<file path="src/rtl/tx_serial_framer.sv">
// rtl/tx_serial_framer.sv - 4-deep FIFO feeding a start/7-data/parity/stop serial framer.
// Optional macro TX_PARITY_INJECT_EN adds parity_inject to invert P of a frame at pop time.
module tx_serial_framer (
    input  logic       clk,
    input  logic       rstn,
`ifdef TX_PARITY_INJECT_EN
    input  logic       parity_inject,
`endif
    input  logic [6:0] data_in,
    input  logic       valid_in,
    output logic       ready_out,
    output logic       serial_out,
    output logic       busy,
    output logic       frame_done,
    output logic [2:0] fifo_count
);

    typedef enum logic [2:0] {
        IDLE   = 3'd0,
        START  = 3'd1,
        DATA   = 3'd2,
        PARITY = 3'd3,
        STOP   = 3'd4
    } state_t;

    state_t     state_q, state_d;
    logic [6:0] fifo_mem [4];
    logic [1:0] wr_ptr, rd_ptr;
    logic [2:0] count;
    logic [2:0] bit_cnt;
    logic [6:0] shift_reg;
    logic       par_q;
    logic       push, pop, line_bit, inject;

    // Flow control looks only at registered occupancy, never at valid_in.
    assign ready_out  = (count != 3'd4);
    assign push       = valid_in && ready_out;
    assign fifo_count = count;
    assign busy       = (state_q != IDLE);

`ifdef TX_PARITY_INJECT_EN
    assign inject = parity_inject;
`else
    assign inject = 1'b0;
`endif

    always_ff @(posedge clk) begin
        if (push) begin
            fifo_mem[wr_ptr] <= data_in;
        end
    end

    always_ff @(posedge clk or negedge rstn) begin
        if (!rstn) begin
            wr_ptr <= 2'd0;
            rd_ptr <= 2'd0;
            count  <= 3'd0;
        end else begin
            if (push) begin
                wr_ptr <= wr_ptr + 2'd1;
            end
            if (pop) begin
                rd_ptr <= rd_ptr + 2'd1;
            end
            case ({push, pop})
                2'b10:   count <= count + 3'd1;
                2'b01:   count <= count - 3'd1;
                default: count <= count;
            endcase
        end
    end

    always_comb begin
        state_d  = state_q;
        pop      = 1'b0;
        line_bit = 1'b1;
        case (state_q)
            IDLE: begin
                if (count != 3'd0) begin
                    state_d = START;
                    pop     = 1'b1;
                end
            end
            START: begin
                line_bit = 1'b0;
                state_d  = DATA;
            end
            DATA: begin
                line_bit = shift_reg[bit_cnt];
                if (bit_cnt == 3'd6) begin
                    state_d = PARITY;
                end
            end
            PARITY: begin
                line_bit = par_q;
                state_d  = STOP;
            end
            STOP: begin
                // Back-to-back frames: pop straight from STOP to avoid an idle bit.
                if (count != 3'd0) begin
                    state_d = START;
                    pop     = 1'b1;
                end else begin
                    state_d = IDLE;
                end
            end
            default: state_d = IDLE;
        endcase
    end

    always_ff @(posedge clk or negedge rstn) begin
        if (!rstn) begin
            state_q    <= IDLE;
            bit_cnt    <= 3'd0;
            shift_reg  <= 7'd0;
            par_q      <= 1'b0;
            serial_out <= 1'b1;
            frame_done <= 1'b0;
        end else begin
            state_q    <= state_d;
            serial_out <= line_bit;
            frame_done <= (state_q == STOP);
            if (pop) begin
                shift_reg <= fifo_mem[rd_ptr];
                par_q     <= (^fifo_mem[rd_ptr]) ^ inject;
            end
            if (state_q == DATA && bit_cnt != 3'd6) begin
                bit_cnt <= bit_cnt + 3'd1;
            end else begin
                bit_cnt <= 3'd0;
            end
        end
    end

endmodule
</file>
<file path="config.mk">
export PLATFORM = sky130hd
export DESIGN_NAME = tx_serial_framer
export DESIGN_NICKNAME = d
export VERILOG_FILES = /design/src/rtl/tx_serial_framer.sv
export SDC_FILE = /design/constraint.sdc
export NUM_CORES = 1
export LEC_CHECK = 0
export BUFFER_PORTS_ARGS = -buffer_cell sky130_fd_sc_hd__buf_2
export CELL_PAD_IN_SITES_DETAIL_PLACEMENT = 1
export CELL_PAD_IN_SITES_GLOBAL_PLACEMENT = 2
export CORE_MARGIN = 8
export CORE_UTILIZATION = 38
export DETAILED_ROUTE_END_ITERATION = 7
export HOLD_SLACK_MARGIN = 0.15
export PLACE_DENSITY = 0.79
export SYNTH_ARGS = -nofsm -noshare
export SYNTH_HDL_FRONTEND = slang
export SYNTH_SLANG_ARGS = --single-unit
</file>
<file path="constraint.sdc">
create_clock -name clk -period 2 [get_ports clk]
set_clock_uncertainty 0.05 [all_clocks]
set_input_delay 0.3 -clock clk [delete_from_list [all_inputs] [get_ports clk]]
set_output_delay 0.3 -clock clk [all_outputs]
set_load 0.02 [all_outputs]
</file>
==> impl_metrics.csv <==
group,metric,value,unit
outcome,outcome,"complete, no violations",
timing,worstMarginPinSlew,0.515,ns
yosys,synth-async-reset-ratio,45.1,%
timing,period_share,98.4,%
yosys,ys_dominant_reg_cell,"edfxtp_1",
yosys,synth_edf_count,28,
yosys,syn_nets,168,
grt,grt_antenna_before_repair,0,
yosys,synth_top_area_share,38.2,%
timing,hold_viol,0,
timing,rsz0062_at_grt,"yes",
yosys,synth_compound_area_share,2.39,%
pwr,peakVddDrop,0.651,mV
clocking,worstSkewPairLatency,0.30,ns
yosys,ys_ff_latch,51,
route,via_per_inst,4.79,
yosys,yosysWarningCount,0,
worst_hold_path,min_path_cells,1,
layout,largest_register_ffs,28,
die,die_y,92.1,microns
clocking,clock_path_buffers,2,
yosys,yosysTopAreaCell,"edfxtp_1",
placement,placement.cell_area,0.00243,sq mm
yosys,syn_avg_cell_area,14.7,sq um
yosys,ys_seq_area_share,64.4,%
timing,setup_violations,0,
grt,grt_max_degree,24,
layout,drive_gt1_share,32.8,%
timing,max_freq,508,MHz
route,drc_errors,0,
yosys,yosys.area_share.adder,4.89,%
worst_hold_path,hp-class,"in -> reg",
clocking,clock-sinks,51,
route,wirelength,4.14,mm
yosys,synth-xor-area-share,5.68,%
critical_path,endpoint_kind,"flip-flop",
layout,design_area,0.00263,sq mm
critical_path,critPathMaxFanout,4,
placement,gp_congestion,0.745,
critical_path,cp.arrival,2.14,ns
yosys,syn_area,0.00220,sq mm
yosys,yosysUniqueCellTypes,33,
die,core_area,0.00554,sq mm
clocking,htreeDepth,2,
route,ant_nets,0,
die,num_rows,27,
timing,max_slew_margin,65.7,%
grt,grt-ovfl-total,0,
die,die_x,92.1,microns
critical_path,worst_r2r_path_depth,9,
yosys,synth_simple_gate_area_share,10.2,%
yosys,synth_cells,150,
critical_path,path_class,"reg -> reg",
yosys,synthTopCellsByArea,"edfxtp_1 38%, dfrtp_1 25%, mux4_1 4.8%",
yosys,synth_top_family_by_area,"simple AND/OR/NAND/NOR gates",
clocking,cts-root-buf,"clkbuf_8",
die,num_io_pins,17,
timing,period_needed,1.97,ns
route,post_drt_wl_per_cell,16.1,microns
layout,fin_util,47.4,%
route,dr_total_vias,1235,
yosys,synth.area.mux_share,9.83,%
die,dieArea,0.00849,sq mm
timing,maxSlewViolCount,0,
critical_path,worstPathRequired,2.17,ns
clocking,numCtsBuffers,5,
yosys,yosys-top-cells-count,"28 x edfxtp_1, 26 x nand2_1, 22 x dfrtp_1",
layout,syn2layout_area_growth,19.4,%
critical_path,crit_path_start_kind,"flip-flop",
route,drt_iter0_drc,31,
layout,nets,203,
placement,io_buffers,16,
pwr,leakagePower,1.11,nW
clocking,cts_tree,"built",
layout,antenna_cells,0,
pwr,powerDensity,1640,mW/mm^2
placement,hpwl,3.00,mm
grt,grt_pass1_vias,1400,
route,drtPass1Iterations,4,
yosys,yosysMostFrequentCell,"edfxtp_1",
flow_run,cap_viol_max_count,0,
grt,grtUsageTotal,10.4,%
pwr,p_total,4.30,mW
clocking,clk_pin_slew_worst_paths,0.10,ns
die,initial_utilization,39.7,%
grt,grt_pass1_wl,6.82,mm
==> per-stage QoR <==
stage                     TNS, ns  std cells  hold slack (ns)  setup WS (ns)
after detailed placement   -0.103        238            0.258         -0.103
after CTS                       0        251            0.161        0.00421
after global routing      -0.0661        258            0.157        -0.0604
after global placement    -0.0354        238            0.243        -0.0354
final                           0        258            0.174         0.0314
after floorplan                 0        150          -0.0456         0.0141
==> placed cells by master (no fill, tap or decap), types with 3 or more instances in the layout <==
cell and count:
inv_1 4, mux4_2 7, edfxtp_1 28, ha_1 6, nand2_1 26, xor2_1 3
nor2_1 7, clkbuf_8 5, dfrtp_1 18, dfrtp_2 4, buf_2 16, nor2b_1 3
dlygate4sd3_1 5, buf_4 12, xnor2_1 5, and3_1 4
==> worst paths after layout <==
path / startpoint / to / slack (ns)
worst max-delay path: fifo_count[1] / fifo_count[2] / 0.03
worst min register to register: shift_reg[4] / shift_reg[4] / 0.44
worst min-delay path: data_in[2] / fifo_mem[3][2] / 0.17
max in group asynchronous: rstn / rd_ptr[0] / 1.07
min in group asynchronous: rstn / wr_ptr[0] / 0.45
worst max register to register: fifo_count[1] / fifo_count[2] / 0.03
==> worst max-delay path, cell delays in order (launching register included) <==
cell,delay (ns)
dfrtp_2,0.43
nor3_2,0.07
or3_4,0.35
clkinv_4,0.06
ha_4,0.13
inv_1,0.05
fa_2,0.33
xor2_1,0.15
nor2_1,0.11
xor2_1,0.16
==> cell families (layout without fill, tap and decap cells) <==
| logic type | count (synthesis) | in the layout |
|---|---|---|
| fa+ha+maj | 8 | 8 |
| buf+inv | 13 | 49 |
| xor+xnor | 11 | 11 |
| mux | 10 | 10 |
| simple gates | 49 | 49 |
| compound gates | 8 | 8 |
| flops | 51 | 51 |
==> report_power, final <==
part | internal [mW] | total, mW | switching, mW
registers | 1.48 | 1.71 | 0.231
logic | 1.03 | 1.98 | 0.951
clock network | 0.258 | 0.613 | 0.355
total | 2.76 | 4.30 | 1.54
==> per-layer routing <==
metal  part of all wire (%)  track usage, %
met5                      0               0
met4                    1.5            4.43
met3                    3.6            3.10
met2                     54            18.9
met1                     41            10.8
==> cell type report <==
class | count | area, sq um
inverter | 8 | 37.5
multi-input combinational | 86 | 763
timing repair buffer | 33 | 220
fill | 574 | 2910
sequential | 51 | 1420
clock inverter | 3 | 26.3
clock buffer | 5 | 68.8
tap | 72 | 90.1
==> what timing repair did <==
item                                    CTS  global route
pin swaps                                 2             1
endpoints found under the setup margin    2             3
gates resized for setup                   4             4
hold buffers                              4             1
buffers inserted                          1             6
hold endpoints to repair                 30             1
(Power assumes the default switching activity.)
